===== src/rtl/id_imm_stage_pkg.sv =====
// Shared decode constants for the ID immediate stage: select codes, RV32 base
// opcodes and the machine word type.
package id_imm_stage_pkg;

  localparam int WORD_W = 32;
  typedef logic [WORD_W-1:0] word_bus_t;
  localparam word_bus_t ZERO_WORD = '0;

  typedef enum logic [2:0] {
    IMM_NONE = 3'd0,
    IMM_I    = 3'd1,
    IMM_S    = 3'd2,
    IMM_B    = 3'd3,
    IMM_U    = 3'd4,
    IMM_J    = 3'd5
  } imm_sel_e;

  localparam logic [6:0] OP_IMM    = 7'b0010011;
  localparam logic [6:0] OP_LOAD   = 7'b0000011;
  localparam logic [6:0] OP_JALR   = 7'b1100111;
  localparam logic [6:0] OP_SYSTEM = 7'b1110011;
  localparam logic [6:0] OP_STORE  = 7'b0100011;
  localparam logic [6:0] OP_BRANCH = 7'b1100011;
  localparam logic [6:0] OP_LUI    = 7'b0110111;
  localparam logic [6:0] OP_AUIPC  = 7'b0010111;
  localparam logic [6:0] OP_JAL    = 7'b1101111;
  localparam logic [6:0] OP_REG    = 7'b0110011;
  localparam logic [6:0] OP_FENCE  = 7'b0001111;

endpackage


===== src/rtl/id_imm_stage_imm_gen.sv =====
// Combinational immediate generator: assembles the sign-extended immediate
// from instruction bits [31:7] for the given format select.
module imm_gen
  import id_imm_stage_pkg::*;
(
  input  logic      i_rst,
  input  logic [24:0] i_inst_hi,   // instruction bits [31:7]; index k holds inst[k+7]
  input  imm_sel_e  i_sel,
  output word_bus_t o_imm
);

  logic w_sign;
  assign w_sign = i_inst_hi[24];

  always_comb begin
    o_imm = ZERO_WORD;
    if (!i_rst) begin
      unique case (i_sel)
        IMM_I: o_imm = {{20{w_sign}}, i_inst_hi[24:13]};
        IMM_S: o_imm = {{20{w_sign}}, i_inst_hi[24:18], i_inst_hi[4:0]};
        IMM_B: o_imm = {{19{w_sign}}, w_sign, i_inst_hi[0], i_inst_hi[23:18],
                        i_inst_hi[4:1], 1'b0};
        IMM_U: o_imm = {i_inst_hi[24:5], 12'b0};
        IMM_J: o_imm = {{11{w_sign}}, w_sign, i_inst_hi[12:5], i_inst_hi[13],
                        i_inst_hi[23:14], 1'b0};
        default: o_imm = ZERO_WORD;
      endcase
    end
  end

endmodule


===== src/rtl/id_imm_stage.sv =====
// Decode-stage immediate controller with an ID/EX pipeline register.
// Optional ex_illegal_o flag when ILLEGAL_OPCODE_EN is defined.
module id_imm_stage
  import id_imm_stage_pkg::*;
#(
  parameter int PC_W = 32
) (
  input  logic            clk,
  input  logic            rst,
  input  logic            if_valid_i,
  input  logic [PC_W-1:0] if_pc_i,
  input  logic [31:0]     if_inst_i,
  output logic            id_ready_o,
  input  logic            flush_i,
  input  logic            ex_ready_i,
  output logic            ex_valid_o,
  output logic [PC_W-1:0] ex_pc_o,
  output logic [31:0]     ex_inst_o,
  output logic [2:0]      ex_imm_sel_o,
  output logic [31:0]     ex_imm_o
`ifdef ILLEGAL_OPCODE_EN
  ,
  output logic            ex_illegal_o
`endif
);

  // Handshake: a transfer happens on an edge where valid & ready are both high.
  // IF->ID: if_valid_i/id_ready_o; ID->EX: ex_valid_o/ex_ready_i. A producer
  // holding valid must keep its payload stable until the transfer edge.

  logic            r_valid;
  logic [PC_W-1:0] r_pc;
  word_bus_t       r_inst;
  imm_sel_e        r_sel;
  word_bus_t       r_imm;

  imm_sel_e  w_sel;
  word_bus_t w_imm;
  logic      w_accept;
  logic      w_release;

  always_comb begin
    w_sel = IMM_NONE;
    unique case (if_inst_i[6:0])
      OP_IMM, OP_LOAD, OP_JALR, OP_SYSTEM: w_sel = IMM_I;
      OP_STORE:                            w_sel = IMM_S;
      OP_BRANCH:                           w_sel = IMM_B;
      OP_LUI, OP_AUIPC:                    w_sel = IMM_U;
      OP_JAL:                              w_sel = IMM_J;
      default:                             w_sel = IMM_NONE;
    endcase
  end

  imm_gen u_imm_gen (
    .i_rst     (rst),
    .i_inst_hi (if_inst_i[31:7]),
    .i_sel     (w_sel),
    .o_imm     (w_imm)
  );

  assign id_ready_o = !r_valid || ex_ready_i;
  assign w_accept   = if_valid_i && id_ready_o && !flush_i;
  assign w_release  = r_valid && ex_ready_i;

  // Flush beats accept and stall; release only clears valid so data lingers.
  always_ff @(posedge clk) begin
    if (rst) begin
      r_valid <= 1'b0;
      r_pc    <= '0;
      r_inst  <= ZERO_WORD;
      r_sel   <= IMM_NONE;
      r_imm   <= ZERO_WORD;
    end else if (flush_i) begin
      r_valid <= 1'b0;
    end else if (w_accept) begin
      r_valid <= 1'b1;
      r_pc    <= if_pc_i;
      r_inst  <= if_inst_i;
      r_sel   <= w_sel;
      r_imm   <= w_imm;
    end else if (w_release) begin
      r_valid <= 1'b0;
    end
  end

  assign ex_valid_o   = r_valid;
  assign ex_pc_o      = r_pc;
  assign ex_inst_o    = r_inst;
  assign ex_imm_sel_o = r_sel;
  assign ex_imm_o     = r_imm;

`ifdef ILLEGAL_OPCODE_EN
  logic w_illegal;
  logic r_illegal;

  always_comb begin
    w_illegal = 1'b1;
    unique case (if_inst_i[6:0])
      OP_IMM, OP_LOAD, OP_JALR, OP_SYSTEM, OP_STORE, OP_BRANCH,
      OP_LUI, OP_AUIPC, OP_JAL, OP_REG, OP_FENCE: w_illegal = 1'b0;
      default:                                    w_illegal = 1'b1;
    endcase
  end

  always_ff @(posedge clk) begin
    if (rst || flush_i) begin
      r_illegal <= 1'b0;
    end else if (w_accept) begin
      r_illegal <= w_illegal;
    end
  end

  assign ex_illegal_o = r_illegal;
`endif

endmodule

===== config.mk =====
export PLATFORM = sky130hd
export DESIGN_NAME = id_imm_stage
export DESIGN_NICKNAME = d
export VERILOG_FILES = /design/src/rtl/id_imm_stage_pkg.sv /design/src/rtl/id_imm_stage_imm_gen.sv /design/src/rtl/id_imm_stage.sv
export SDC_FILE = /design/constraint.sdc
export NUM_CORES = 1
export LEC_CHECK = 0
export CORE_MARGIN = 5
export CORE_UTILIZATION = 40
export CTS_CLUSTER_DIAMETER = 100
export DETAILED_ROUTE_END_ITERATION = 16
export MAX_ROUTING_LAYER = met4
export PLACE_DENSITY = 0.74
export SLEW_MARGIN = 20
export SYNTH_ARGS = -nofsm -noshare
export SYNTH_HDL_FRONTEND = slang
export SYNTH_HIERARCHICAL = 1
export SYNTH_SLANG_ARGS = --single-unit

===== constraint.sdc =====
create_clock -name clk -period 3.5 [get_ports clk]
set_clock_uncertainty 0.15 [all_clocks]
set_input_delay 0.875 -clock clk [delete_from_list [all_inputs] [get_ports clk]]
set_output_delay 0.875 -clock clk [all_outputs]
set_load 0.01 [all_outputs]

==> flow_summary_export.csv, run 1 <==
group,metric,value,unit
route,drtPass1Iterations,5,
clock_tree,clkLatencyLatePin,360,ps
worst_setup_path,r2r-start,"ex_valid_o",
global_route,grt_max_degree,101,
status,status,"finished clean",
clock_tree,cts_made_buffers,9,
sta,fin_setup_tns,0,ps
final_layout,finalCoreUtilization,58.0,%
clock_tree,cts_max_level,3,
yosys,synth_cell_types,35,
yosys,synth.largest_area_cell,"dfxtp_1",
route,wire_per_inst,17.3,um
floorplan,ios,170,
clock_tree,ctsHoldBuffers,0,
worst_setup_path,rrSetupSlack,1580,ps
route,drc,0,
final_layout,diodes,0,
final_layout,multiInputGateArea,0.00202,sq mm
job,drv_cap,0,
floorplan,num_rows,38,
final_layout,fin_nets,749,
worst_setup_path,ff2ff_path_depth,4,
sta,setup_viol,0,
worst_hold_path,hold_start,"ex_pc_o[28]",
clock_tree,cts_resized,0,
clock_tree,cts_buffer_depth,2,
worst_setup_path,r2r-end,"ex_imm_sel_o[0]",
clock_tree,cts_sinks,100,
yosys,ys_warn_count,6,
sta,max_freq,324,MHz
placed_design,gp_congestion,0.887,
floorplan,die_h,114,um
sta,min_period,3090,ps
final_layout,layout.area.seq,0.00200,sq mm
yosys,synth_area_leaders,"dfxtp_1 46%, a21oi_1 14%, nand3_1 11%, o21ai_0 10%, clkbuf_1 3.3%",
yosys,ys.flop_type,"dfxtp_1",
sta,fin_crit_sh,88.2,%
global_route,grt_pass1_wl,22.5,mm
worst_setup_path,critPathKind,"input pin to output port",
yosys,yosysMostFrequentCell,"a21oi_1",
global_route,gr-total-overflow,0,
power,ir_worst_vdd,188,uV
power,p_leak,2.01,nW
placed_design,place_hpwl,9.77,mm
route,drtIter0Drc,474,
worst_setup_path,end_kind,"output port",
placed_design,portBuffers,169,
sta,report.final.slew_viol_count,0,
yosys,ys_ff_latch,100,
route,ant_nets,0,
worst_setup_path,critPathMostFrequentCell,"clkdlybuf4s50_1",
sta,worst_pin_slew,988,ps
worst_setup_path,path_cells,"clkdlybuf4s50_1 -> nor2b_4 -> inv_2 -> clkdlybuf4s50_1",
worst_setup_path,crit_family,"buffers and inverters",
route,via_count,4623,
worst_hold_path,hold_depth,2,
worst_setup_path,slowest_stage,"clkdlybuf4s50_1",
yosys,synth_edf_count,0,
clock_tree,cts_tree,"yes",
global_route,grt.total_usage,22.0,%
worst_setup_path,required,2470,ps
worst_setup_path,crit_arrival,2060,ps
sta,relSlewSlack,34.1,%
yosys,syn_inst,550,
yosys,syn_area,0.00431,sq mm
worst_setup_path,cp_num_buf_inv,3,
yosys,synth_nets,619,
floorplan,core,0.0107,sq mm
clock_tree,post_cts_buffers,0,
final_layout,syn2layout_area_growth,43.9,%
final_layout,n_fill_cell,973,
floorplan,initial_core_util,40.3,%
route,totalWireLength,14.3,mm
clock_tree,path_clk_slew,90,ps
sta,finalHoldViolations,0,
worst_setup_path,slowest_delay,560,ps
worst_setup_path,critPathLaunchType,"input pin",
clock_tree,cts-root-buf,"clkbuf_8",
power,cellPowerDensity,364,mW/mm^2
global_route,grt_pass1_vias,4420,
sta,grt_setup_unrepaired,"no",
yosys,ys_seq_area_share,46.4,%
final_layout,drive_above_1_share,5.40,%
yosys,async_reset_ff_share,0,%
worst_setup_path,cp-startpoint,"ex_ready_i",
yosys,avgSynthCellArea,7.84,sq um
yosys,yosysTopAreaCellShare,46.4,%
worst_hold_path,hold_class,"register to register",
floorplan,die_width,114,um
worst_hold_path,worstHoldEndpoint,"ex_pc_o[28]",
floorplan,die-area,0.0130,sq mm
worst_setup_path,crit_fanout,2,
global_route,antenna_found_initial,0,
route,routed_via_density,5.60,
yosys,synth_common_cells,"117 x a21oi_1, 100 x dfxtp_1, 97 x nand3_1, 90 x o21ai_0, 38 x clkbuf_1",
[cell usage in the layout, fill, tap and decap left out, drive strengths merged, types with 2 or more instances in the layout]
cell type,instances
dfxtp,100
o21ai,98
clkbuf,12
nand4,2
a211oi,2
and2,7
a21oi,117
nand3,97
nor3b,2
nand3b,3
nor2b,7
nand2,21
nor3,2
clkdlybuf4s50,168
a22oi,4
nand2b,3
clkinv,3
nor2,10
inv,2
buf,14
[tightest hold or removal path, cell delays in order (launching register included)]
cell     delay, ps
dfxtp_1        320
o21ai_0         60
a21oi_1         60
[state kept, by name, indices dropped and copies added, names as in the netlist]
name,count
ex_imm_o,32
ex_imm_sel_o,3
ex_inst_o,32
ex_pc_o,32
ex_valid_o,1
[metal layers]
| layer | GRT usage, % | wire length [um] | vias up |
|---|---|---|---|
| met4 | 7.92 | 337 | 0 |
| met2 | 35.1 | 6700 | 204 |
| met3 | 4.14 | 1100 | 28 |
| met5 | - | 0 | - |
| li1 | - | - | 2218 |
| met1 | 27.8 | 6140 | 2173 |
[where the power goes]
group	internal, mW	switching [mW]	total (mW)	leakage, nW
combinational	0.173	0.172	0.345	1.10
sequential	1.17	0.0179	1.19	0.813
clock	0.321	0.402	0.723	0.103
[final cells by class]
| cell class | count | area share [%] |
|---|---|---|
| Timing Repair Buffer | 182 | 29.2 |
| Clock buffer | 12 | 2.66 |
| Sequential cell | 100 | 32.3 |
| Inverter | 1 | 0.0605 |
| Clock inverter | 4 | 0.504 |
| Tap cell | 140 | 2.82 |
| Multi-Input combinational cell | 386 | 32.5 |
[cells by family after synthesis]
| family | share of synthesized area, % |
|---|---|
| AO/OA/AOI/OAI | 27.3 |
| buffers and inverters | 7.08 |
| flip-flops | 46.4 |
| multiplexers | 0.261 |
| AND/OR/NAND/NOR | 19.0 |
[through the flow]
step	worst slack, ps	instance area [sq um]	power [mW]	cells	hold WS, ps
finish	414	6210	2.26	825	329
global route	221	6210	2.36	825	353
CTS	406	6210	2.28	825	330
detailed placement	233	6010	1.56	809	316
global placement	295	6010	1.56	809	311
floorplan	1040	4310	1.36	550	348
[how the worst max path moves through the flow]
stage	endpoint	slack (ps)	depth (start not counted)
after CTS	id_ready_o	410	4
after floorplan	ex_imm_o[12]	1040	9
after detailed placement	ex_imm_o[11]	230	9
after global routing	ex_imm_o[24]	220	10
after global placement	ex_imm_o[15]	290	9
final	id_ready_o	410	4
No activity file was read; power rests on OpenSTA's default activity.
==> run 2: changes to the inputs <==
- CELL_PAD_IN_SITES_DETAIL_PLACEMENT: unset -> 1
- CELL_PAD_IN_SITES_GLOBAL_PLACEMENT: unset -> 1
- CORE_MARGIN: 5 -> 1.5
- CORE_UTILIZATION: 40 -> 33
- HOLD_SLACK_MARGIN: unset -> 0.05
- PLACE_DENSITY: 0.74 -> 0.84
==> run 2 against run 1 <==
  * Flip-flop and latch count unchanged
  * Power up 11%
  * Register-to-register slack worse by 40 ps
  * Critical endpoint unchanged
  * Largest cell class unchanged
==> flow_summary_export.csv, run 2 (synthesized netlist as in run 1, its figures left out) <==
group,metric,value,unit
status,status,"finished clean",
worst_setup_path,r2r-start,"ex_valid_o",
sta,report.final.slew_viol_count,0,
sta,setup_viol,0,
clock_tree,ctsHoldBuffers,0,
power,finalPower,2.50,mW
sta,fin_crit_sh,87.5,%
floorplan,die_width,117,um
floorplan,die-area,0.0138,sq mm
power,p_leak,2.05,nW
power,cellPowerDensity,395,mW/mm^2
worst_setup_path,critPathKind,"input pin to output port",
route,totalWireLength,15.7,mm
clock_tree,cts_buffer_depth,2,
sta,min_period,3060,ps
power,ir_worst_vdd,195,uV
final_layout,layout_common_cells,"168 x clkdlybuf4s50_1, 117 x a21oi_1, 100 x dfxtp_1",
global_route,grt.total_usage,23.0,%
power,p_comb_share,14.1,%
worst_setup_path,setup.worst_path.end,"id_ready_o",
worst_setup_path,required,2470,ps
worst_setup_path,ff2ff_path_depth,5,
clock_tree,clkLatencyLatePin,340,ps
route,ant_nets,0,
floorplan,ios,170,
power,seqPwrFrac,47.6,%
sta,relSlewSlack,32.9,%
power,swShare,25.4,%
worst_hold_path,hold_class,"register to register",
route,wire_per_inst,18.4,um
worst_setup_path,critPathLaunchType,"input pin",
placed_design,gp_congestion,0.795,
sta,grt_setup_unrepaired,"no",
floorplan,initial_core_util,34.0,%
placed_design,dpl.cell_count,842,
power,power.switching,636,uW
worst_setup_path,crit_fanout,2,
worst_setup_path,end_kind,"output port",
clock_tree,post_cts_buffers,0,
clock_tree,cts_sinks,100,
floorplan,die_h,117,um
route,drc,0,
placed_design,place_hpwl,10.7,mm
worst_setup_path,crit_arrival,2040,ps
job,drv_cap,0,
worst_setup_path,cp-startpoint,"ex_ready_i",
route,via_count,4666,
route,drtPass1Iterations,4,
final_layout,drive_above_1_share,5.54,%
clock_tree,path_clk_slew,70,ps
sta,fin_setup_tns,0,ps
clock_tree,cts-root-buf,"clkbuf_16",
route,routed_via_density,5.44,
final_layout,diodes,0,
global_route,gr-total-overflow,0,
clock_tree,cts_resized,0,
floorplan,core,0.0127,sq mm
final_layout,layout.cells.non_filler,858,
clock_tree,cts_tree,"yes",
final_layout,final_common_cell,"clkdlybuf4s50_1",
sta,max_freq,327,MHz
global_route,antenna_found_initial,0,
power,clockPowerShare,38.3,%
global_route,grt_pass1_wl,25.3,mm
final_layout,syn2layout_area_growth,47.1,%
worst_setup_path,rrSetupSlack,1540,ps
route,drtIter0Drc,334,
clock_tree,cts_max_level,3,
sta,finalHoldViolations,0,
clock_tree,cts_made_buffers,9,
final_layout,fin_nets,750,
global_route,grt_max_degree,101,
global_route,grt_pass1_vias,4834,
power,intPower,1.87,mW
placed_design,portBuffers,169,
sta,worst_pin_slew,1010,ps
floorplan,num_rows,41,
worst_setup_path,r2r-end,"ex_imm_sel_o[1]",
final_layout,finalCoreUtilization,50.1,%
[run 2: changes by cell type in the layout (fill, tap and decap cells not counted), sizes merged]
cell | previous run | this run
buf | 14 | 15
clkbuf | 12 | 11
clkinv | 3 | 2
clkinvlp | 0 | 3
inv | 2 | 1
[run 2: power by group through the flow]
stage	logic [mW]	clock network [mW]	registers (mW)
CTS	0.354	0.984	1.19
global route	0.379	1.03	1.20
global placement	0.343	0	1.22
finish	0.353	0.959	1.19
floorplan	0.130	0	1.23
detailed placement	0.352	0	1.22
[run 2: worst min-delay path by stage]
stage | start | to | cells after the start
after floorplan | ex_inst_o[0] | ex_inst_o[0] | 2
after global placement | ex_pc_o[11] | ex_pc_o[11] | 2
after detailed placement | ex_inst_o[25] | ex_inst_o[25] | 2
after CTS | ex_imm_o[26] | ex_imm_o[26] | 2
after global routing | ex_inst_o[28] | ex_inst_o[28] | 2
final | ex_inst_o[28] | ex_inst_o[28] | 2
[run 2: cell type report]
cell class | count | area [sq um]
fillers | 1541 | 6320
multi-input cells | 386 | 2020
flip-flops and latches | 100 | 2000
repair buffers | 183 | 1820
clock buffers | 11 | 253
well taps | 172 | 215
clock inverters | 5 | 36.3
inverters | 1 | 3.75
[run 2: per-stage QoR]
step	area [sq um]	setup slack, ps	hold slack, ps
after floorplan	4310	1040	348
after global placement	6060	301	310
after detailed placement	6060	160	321
after CTS	6350	428	328
after global routing	6350	323	345
final	6350	439	327
[run 2: layer usage]
layer  global-route usage [%]  vias to the layer above  routed length, um
met5                        -                        -                  0
met4                     5.56                        0                201
met3                     4.13                       14                670
met2                     38.8                      127               7740
met1                     28.4                     2305               7140
li1                         -                     2220                  -
[run 2: critical path, stage by stage]
cell             delay, ps
clkdlybuf4s50_1        500
nor2b_4                 50
inv_2                   50
clkdlybuf4s50_1        550
==> run 3: changes to the inputs <==
- SETUP_SLACK_MARGIN: unset -> 0.3
- TNS_END_PERCENT: unset -> 1
==> results of run 3 <==
Final layout, timing and power as in run 2 (identical DEF).
